File: config.mk
export PLATFORM = sky130hd
export DESIGN_NAME = dlx_mem_arbiter
export DESIGN_NICKNAME = d
export VERILOG_FILES = /design/src/rtl/dlx_mem_arbiter.sv
export SDC_FILE = /design/constraint.sdc
export NUM_CORES = 1
export LEC_CHECK = 0
export CORE_AREA = 2 2 117 119
export CTS_CLUSTER_DIAMETER = 50
export CTS_CLUSTER_SIZE = 12
export DETAILED_ROUTE_END_ITERATION = 10
export DIE_AREA = 0 0 119 121
export GPL_ROUTABILITY_DRIVEN = 0
export PLACE_DENSITY = 0.63
export SLEW_MARGIN = 20
export SYNTH_ARGS = -nofsm -noshare
export SYNTH_HDL_FRONTEND = slang
export SYNTH_SLANG_ARGS = --single-unit
File: constraint.sdc
create_clock -name clk -period 3.7 [get_ports clk]
set_input_delay 0.74 -clock clk [delete_from_list [all_inputs] [get_ports clk]]
set_output_delay 0.74 -clock clk [all_outputs]
set_load 0.01 [all_outputs]
File: src/rtl/dlx_mem_arbiter.sv
// dlx_mem_arbiter: shares one single-port data RAM between the DLX data
// port (req 0) and a secondary master (req 1); round-robin with bus lock.
module dlx_mem_arbiter #(
  parameter int DATA_WIDTH = 32,
  parameter int ADDR_WIDTH = 32,
  parameter int RD_LATENCY = 1,
  parameter int MAX_LOCK   = 16
) (
  input  logic                  clk,
  input  logic                  rst_n,
  input  logic                  req0_i,
  input  logic                  req1_i,
  input  logic                  we0_i,
  input  logic                  we1_i,
  input  logic                  lock0_i,
  input  logic                  lock1_i,
  input  logic [ADDR_WIDTH-1:0] addr0_i,
  input  logic [ADDR_WIDTH-1:0] addr1_i,
  input  logic [DATA_WIDTH-1:0] wdata0_i,
  input  logic [DATA_WIDTH-1:0] wdata1_i,
  output logic                  gnt0_o,
  output logic                  gnt1_o,
  output logic                  rvalid0_o,
  output logic                  rvalid1_o,
  output logic [DATA_WIDTH-1:0] rdata0_o,
  output logic [DATA_WIDTH-1:0] rdata1_o,
  output logic                  mem_rd_ena_o,
  output logic                  mem_wr_ena_o,
  output logic [ADDR_WIDTH-1:0] mem_addr_o,
  output logic [DATA_WIDTH-1:0] mem_wr_data_o,
  input  logic [DATA_WIDTH-1:0] mem_rd_data_i
);

  typedef enum logic [1:0] {
    ST_ARB   = 2'd0,
    ST_LOCK0 = 2'd1,
    ST_LOCK1 = 2'd2
  } state_t;

  localparam logic [7:0] LP_MAX = 8'(MAX_LOCK);

  state_t                r_state;
  state_t                w_state_nxt;
  logic                  r_last;
  logic                  w_last_nxt;
  logic [7:0]            r_cnt;
  logic [7:0]            w_cnt_nxt;
  logic [7:0]            w_cnt_inc;
  logic                  w_gnt0;
  logic                  w_gnt1;
  logic                  w_own;
  logic                  w_own_req;
  logic                  w_own_lock;
  logic                  w_oth_req;
  logic                  w_rd;
  logic                  w_wr;
  logic                  w_rv;
  logic                  w_rv_id;
  logic [RD_LATENCY-1:0] r_tag_v;
  logic [RD_LATENCY-1:0] r_tag_id;

  // View of the locked owner and the waiting requester.
  assign w_own      = (r_state == ST_LOCK1);
  assign w_own_req  = w_own ? req1_i  : req0_i;
  assign w_own_lock = w_own ? lock1_i : lock0_i;
  assign w_oth_req  = w_own ? req0_i  : req1_i;
  assign w_cnt_inc  = r_cnt + 8'd1;

  // Grant decode: r_last names the last winner, the other wins a tie.
  always_comb begin
    w_gnt0 = 1'b0;
    w_gnt1 = 1'b0;
    if (rst_n) begin
      unique case (r_state)
        ST_ARB: begin
          if (req0_i && req1_i) begin
            w_gnt0 = r_last;
            w_gnt1 = ~r_last;
          end else begin
            w_gnt0 = req0_i;
            w_gnt1 = req1_i;
          end
        end
        ST_LOCK0: w_gnt0 = req0_i;
        ST_LOCK1: w_gnt1 = req1_i;
        default: ;
      endcase
    end
  end

  // Next state, round-robin pointer and lock-starvation counter.
  always_comb begin
    w_state_nxt = r_state;
    w_last_nxt  = r_last;
    w_cnt_nxt   = r_cnt;
    unique case (r_state)
      ST_ARB: begin
        if (w_gnt0) begin
          w_last_nxt = 1'b0;
          if (lock0_i) begin
            w_state_nxt = ST_LOCK0;
            w_cnt_nxt   = 8'd1;
          end
        end else if (w_gnt1) begin
          w_last_nxt = 1'b1;
          if (lock1_i) begin
            w_state_nxt = ST_LOCK1;
            w_cnt_nxt   = 8'd1;
          end
        end
      end
      ST_LOCK0, ST_LOCK1: begin
        if (!w_own_req) begin
          w_state_nxt = ST_ARB;
          w_cnt_nxt   = 8'd0;
        end else begin
          w_last_nxt = w_own;
          w_cnt_nxt  = w_oth_req ? w_cnt_inc : 8'd0;
          if (!w_own_lock ||
              (w_oth_req && (w_cnt_inc >= LP_MAX))) begin
            w_state_nxt = ST_ARB;
            w_cnt_nxt   = 8'd0;
          end
        end
      end
      default: begin
        w_state_nxt = ST_ARB;
        w_cnt_nxt   = 8'd0;
      end
    endcase
  end

  // Arbiter state register.
  always_ff @(posedge clk) begin
    if (!rst_n) begin
      r_state <= ST_ARB;
      r_last  <= 1'b1;
      r_cnt   <= 8'd0;
    end else begin
      r_state <= w_state_nxt;
      r_last  <= w_last_nxt;
      r_cnt   <= w_cnt_nxt;
    end
  end

  assign w_rd = (w_gnt0 & ~we0_i) | (w_gnt1 & ~we1_i);
  assign w_wr = (w_gnt0 &  we0_i) | (w_gnt1 &  we1_i);

  // Read-tag pipeline matching RAM latency; tag = (valid, requester).
  always_ff @(posedge clk) begin
    if (!rst_n) begin
      r_tag_v  <= '0;
      r_tag_id <= '0;
    end else begin
      r_tag_v[0]  <= w_rd;
      r_tag_id[0] <= w_gnt1;
      for (int i = 1; i < RD_LATENCY; i++) begin
        r_tag_v[i]  <= r_tag_v[i-1];
        r_tag_id[i] <= r_tag_id[i-1];
      end
    end
  end

  assign w_rv    = r_tag_v[RD_LATENCY-1] & rst_n;
  assign w_rv_id = r_tag_id[RD_LATENCY-1];

  assign gnt0_o        = w_gnt0;
  assign gnt1_o        = w_gnt1;
  assign rvalid0_o     = w_rv & ~w_rv_id;
  assign rvalid1_o     = w_rv &  w_rv_id;
  assign rdata0_o      = rvalid0_o ? mem_rd_data_i : '0;
  assign rdata1_o      = rvalid1_o ? mem_rd_data_i : '0;
  assign mem_rd_ena_o  = w_rd;
  assign mem_wr_ena_o  = w_wr;
  assign mem_addr_o    = w_gnt0 ? addr0_i  :
                         w_gnt1 ? addr1_i  : '0;
  assign mem_wr_data_o = w_gnt0 ? wdata0_i :
                         w_gnt1 ? wdata1_i : '0;

endmodule

==> flow_summary.yaml, run 1 <==
clock_tree:
  post-cts-setup-buffers: 0
  cts_made_buffers: 3
  clk_pin_slew_ns: 0.04
  htree_levels: 1
  clock_latency_ns: 0.24
  cts_max_path_buffers: 2
  hold_buffers: 0
  cts-root-buf: "clkbuf_16"
  numClockSinks: 13
  cts_tree: "yes"
sta:
  finalHoldViolCount: 0
  clock_skew_ns: 0.00329
  maxSlewViolCount: 0
  fin_crit_ns: 3.61
  tightest_slew_ns: 0.525
  slew_headroom_pct: 65.0
  fin_crit_sh_pct: 97.6
  grt_setup_unrepaired: "no"
  fmax_ghz: 0.277
  setup_violations: 0
final_layout:
  final_util_pct: 43.3
  area_growth_pct: 150
  final_cell_mix: "299 x clkdlybuf4s50_1, 137 x nand2_1, 75 x o21ai_0"
  antenna_cells: 0
  drive_gt1_share_pct: 3.61
  fin_nets: 867
  layout_commonest_cell: "clkdlybuf4s50_1"
placed_design:
  io_buffers: 301
  dp_hpwl_mm: 10.3
yosys:
  synth_fa_ha_area_share_pct: 3.32
  synthXorXnorAreaFrac_pct: 0.387
  synth_top_family_by_area: "simple AND/OR/NAND/NOR gates"
  syn-cell-area_sq_um: 2260
  ys_types: 38
  synthCells: 403
  synth_area_leader_cell: "nand2_1"
  avgSynthCellArea_sq_um: 5.62
  syn_nets: 577
  ys_seq_elements: 13
  synth_top_area_share_pct: 22.7
  synth.yosys.seq_area_share_pct: 11.5
  synth-compound-area-share_pct: 25.7
  synthMuxAreaShare_pct: 2.21
  synth_area_leaders: "nand2_1 23%, and2_1 18%, o21ai_0 17%"
  yosys_warnings: 0
  synth-simple-area-share_pct: 49.6
power:
  ir_worst_vdd_mv: 0.180
  pwr_density_cell_nw_per_um2: 299
  leakagePower_nw: 2.23
  p_total_mw: 1.69
worst_setup_path:
  rr_startpoint: "r_state[0]"
  cp.required_ns: 2.96
  critical_path_arrival_ns: 2.87
  startpoint: "req1_i"
  worstSetupPathType: "in -> out"
  cp-start-kind: "input port"
  critPathMaxFanout: 22
  crit_path_end_kind: "primary output"
hold_path:
  min-delay-start: "r_state[1]"
  hold_class: "reg -> reg"
detailed_routing:
  wl_per_cell_um: 14.6
  vias: 3836
  antenna_left: 0
  dr.pass1.iters: 5
  drc: 0
  drt_iter0_markers: 158
  avgViaCountPerCell: 4.42
  wl_mm: 12.7
status:
  status: "finished clean"
global_route:
  grt_pass1_wl_mm: 19.1
  antenna_found_initial: 0
  grt_max_degree: 70
  track_usage_pct: 16.2
  overflow: 0
  grt_pass1_vias: 3671
floorplan:
  io_pins: 302
  die_y_um: 121
  dieArea_sq_um: 14400
  rows: 42
  core_sq_um: 13100
  die_w_um: 119
  initial_core_util_pct: 17.3
job:
  max_cap_violations: 0
[synth_stat cells (all sizes together)]
| library cell | number |
|---|---|
| a22o | 1 |
| o21a | 1 |
| a221oi | 1 |
| or3b | 1 |
| a21oi | 2 |
| and4 | 1 |
| and3 | 3 |
| o311a | 1 |
| o22ai | 2 |
| clkbuf | 30 |
| a211oi | 9 |
| nand4 | 4 |
| buf | 2 |
| xnor2 | 1 |
| a21boi | 2 |
| ha | 6 |
| or2 | 1 |
| dfxtp | 13 |
| o211a | 1 |
| or4 | 3 |
| mux2i | 5 |
| o21ai | 76 |
| or4b | 1 |
| inv | 10 |
| or3 | 1 |
| nor2 | 8 |
| nor3 | 1 |
| nand3 | 8 |
| o311ai | 2 |
| and2 | 66 |
| nand2 | 138 |
| o211ai | 1 |
| a32oi | 1 |
[state kept, by name, indices dropped and copies added (netlist names)]
register	flops
r_cnt	8
r_last	1
r_state	2
r_tag_id	1
r_tag_v	1
[logic make-up (layout without fill, tap and decap cells)]
family                     Yosys count  count (layout)
and+or+nand+nor                    236             236
AOI/OAI and AO/OA                  100             100
buffers and inverters               42             331
DFF                                 13              13
adders and majority gates            6               6
muxes                                5               5
xor gates and xnor gates             1               1
[area by class of cell]
| type | count | area [sq um] |
|---|---|---|
| Clock buffer | 4 | 78.8 |
| Fill cell | 1292 | 7420 |
| Inverter | 10 | 37.5 |
| Multi-Input combinational cell | 348 | 1850 |
| Sequential cell | 13 | 260 |
| Tap cell | 176 | 220 |
| Timing Repair Buffer | 317 | 3220 |
[critical path, cell delays in order]
cell and delay, ns:
clkdlybuf4s50_1 0.47, or3b_4 0.42, nand2_8 0.15, buf_12 0.18, nand2_1 0.06, o21ai_0 0.24, clkdlybuf4s50_1 0.60
[metal layers]
layer,vias to the layer above,wire length [um],global-route usage (%)
met5,-,0,0
met4,0,285,4.84
met3,15,1120,4.98
met2,220,6500,29.9
met1,1685,4790,17.9
li1,1916,-,-
[power by group]
part / switching, mW / total [mW] / leakage (nW) / internal (mW)
Combinational: 0.615 / 1.30 / 2.09 / 0.688
Sequential: 0.0244 / 0.189 / 0.106 / 0.164
Clock: 0.0571 / 0.202 / 0.0382 / 0.145
[metrics by stage]
step           TNS (ns)  setup slack (ns)  cell area, sq um  hold WS (ns)  cells
2_1_floorplan         0             0.832              2260         0.468    403
3_3_place_gp   -0.00962          -0.00962              5540         0.482    863
3_5_place_dp    -0.0121           -0.0121              5540         0.509    863
4_1_cts               0            0.0190              5620         0.514    867
5_1_grt               0            0.0114              5660         0.545    868
6_report              0            0.0896              5660         0.509    868
[worst paths after layout]
path              endpoint  slack, ns  cells past startpoint
min             r_state[1]       0.51                      2
min reg2reg     r_state[1]       0.51                      2
max reg2reg       r_cnt[6]       0.78                      9
max          mem_addr_o[4]       0.09                      7
[what timing repair did]
action	CTS	global route
gates cloned	0	1
resized for setup	1	3
setup endpoints to repair	1	20
Note: power is estimated with default switching activity, not from simulation.
==> inputs of run 2 (changes only) <==
- CELL_PAD_IN_SITES_DETAIL_PLACEMENT: not set -> 2
- CELL_PAD_IN_SITES_GLOBAL_PLACEMENT: not set -> 2
- CORE_AREA: 2 2 117 119 -> not set
- CORE_ASPECT_RATIO: not set -> 0.9
- CORE_UTILIZATION: not set -> 10
- CTS_CLUSTER_DIAMETER: 50 -> 150
- DIE_AREA: 0 0 119 121 -> not set
- PLACE_DENSITY: 0.63 -> 0.86
- clock period: 3.7 -> 3.5 ns (I/O delays scaled with it)
==> run 2 against run 1 <==
Compared with the run above:
- non-clock buffer count is 7 higher
- critical path depth stayed put
- power is 9.8% higher
- sequential cell count stayed put
- routed wire length is 19% higher
- final area is 5.1% higher
- clock power is 12% higher
- cell count is 14% higher
- worst hold slack better by 0.0087 ns
- critical endpoint is now mem_addr_o[29]
- largest power group unchanged
- highest routed layer unchanged
==> flow_summary.yaml, run 2 (synthesis results as in run 1) <==
final_layout:
  top_regs: "r_cnt (8), r_state (2)"
  final_cells: 990
  largest_reg_flops: 8
  layout_commonest_cell: "clkdlybuf4s50_1"
  top_register: "r_cnt"
  antenna_cells: 0
  final_util_pct: 27.2
  area_growth_pct: 163
  fin_nets: 874
  drive_gt1_share_pct: 4.72
  final_cell_mix: "260 x clkdlybuf4s50_1, 137 x nand2_1, 75 x o21ai_0"
  design_area_sq_um: 5950
hold_path:
  hold_class: "reg -> reg"
  hold_depth: 2
  min-delay-start: "r_state[1]"
  hold_end: "r_state[1]"
sta:
  finalHoldViolCount: 0
  setup_ws_ns: 0.0746
  setup-tns-final_ns: 0
  maxSlewViolCount: 0
  worst_hold_slack_ns: 0.517
  fmax_ghz: 0.292
  tightest_slew_ns: 0.506
  setup_violations: 0
  slew_headroom_pct: 66.0
  fin_crit_sh_pct: 97.9
  clock_skew_ns: 0.00426
  fin_crit_ns: 3.43
worst_setup_path:
  cp-start-kind: "input port"
  worstPathCellList: "clkdlybuf4s50_1 > or3b_4 > nand2_8 > buf_12 > nand2_1 > o21ai_0 > clkdlybuf4s50_1"
  worstSetupPathType: "in -> out"
  rr_startpoint: "r_state[1]"
  slowest_stage: "clkdlybuf4s50_1"
  path_buf_inv: 3
  critical_path_arrival_ns: 2.73
  cp_common_cell: "clkdlybuf4s50_1"
  worstRegToRegCells: 9
  startpoint: "req1_i"
  critPathMaxFanout: 28
  crit_path_end_kind: "primary output"
  cp.required_ns: 2.80
  cpPeakStageDelay_ns: 0.58
  path_depth: 7
  cp_top_family: "buffers and inverters"
  regToRegSetupSlack_ns: 0.62
  rr_endpoint: "r_cnt[3]"
floorplan:
  dieArea_sq_um: 23200
  die_y_um: 145
  initial_core_util_pct: 10.3
  rows: 51
  die_w_um: 161
  core_sq_um: 21900
  io_pins: 302
global_route:
  track_usage_pct: 11.9
  grt_pass1_vias: 4122
  overflow: 0
  antenna_found_initial: 0
  grt_pass1_wl_mm: 21.9
  grt_max_degree: 66
clock_tree:
  clk_pin_slew_ns: 0.05
  clock_latency_ns: 0.25
  cts-root-buf: "clkbuf_16"
  htree_levels: 1
  numClockSinks: 13
  cts_tree: "yes"
  cts_max_path_buffers: 2
  cts_made_buffers: 3
placed_design:
  pre_cts_ws_ns: -0.0862
  placed_cells: 985
  io_buffers: 301
  dp_hpwl_mm: 12.4
  placed_area_sq_um: 5740
status:
  status: "finished clean"
power:
  leakagePower_nw: 2.83
  p_total_mw: 1.86
  ir_worst_vdd_mv: 0.121
  pwr_density_cell_nw_per_um2: 313
detailed_routing:
  drc: 0
  wl_per_cell_um: 15.3
  vias: 3930
  avgViaCountPerCell: 3.97
  dr.pass1.iters: 4
  antenna_left: 0
  wl_mm: 15.2
  drt_iter0_markers: 89
job:
  max_cap_violations: 0
[run 2: cell types whose count changed in the layout (fill, tap and decap cells not counted), sizes merged]
cell,previous run,this run
buf,15,22
clkdlybuf4s50,299,260
dlymetal6s2s,2,36
dlygate4sd2,0,5
[run 2: what timing repair did]
| action | 4_1_cts | 5_1_grt |
|---|---|---|
| resized for setup | 7 | 39 |
| pin swaps | 0 | 1 |
| hold buffers | 0 | 0 |
| setup buffers | 0 | 0 |
| cloned | 0 | 1 |
| endpoints found under the setup margin | 20 | 60 |
[run 2: where the power goes]
part	total (mW)	internal, mW	switching (mW)
Combinational	1.43	0.737	0.692
Clock	0.227	0.155	0.0728
Sequential	0.203	0.173	0.0292
Total	1.86	1.07	0.794
[run 2: final cells by class]
cell class,instances,area (sq um)
inverters,10,37.5
fillers,2545,15900
clock buffers,4,78.8
flip-flops and latches,13,260
repair buffers,324,3350
well taps,291,364
multi-input cells,348,1850
[run 2: per-layer routing]
| layer | wire, um | track usage, % |
|---|---|---|
| met5 | 0 | 0 |
| met4 | 112 | 2.41 |
| met3 | 1330 | 3.45 |
| met2 | 7830 | 22.7 |
| met1 | 5870 | 13.0 |
[run 2: worst max path at each step]
| stage | endpoint | slack [ns] |
|---|---|---|
| floorplan | mem_wr_data_o[10] | 0.71 |
| global placement | mem_wr_data_o[4] | -0.08 |
| detailed placement | mem_wr_data_o[4] | -0.09 |
| CTS | mem_wr_data_o[4] | -0.02 |
| global route | mem_addr_o[3] | -0.008 |
| finish | mem_addr_o[29] | 0.07 |
[run 2: tightest hold or removal path, cell delays in order (launching register included)]
cell and delay (ns):
dfxtp_1 0.33, nand2_1 0.08, mux2i_1 0.06
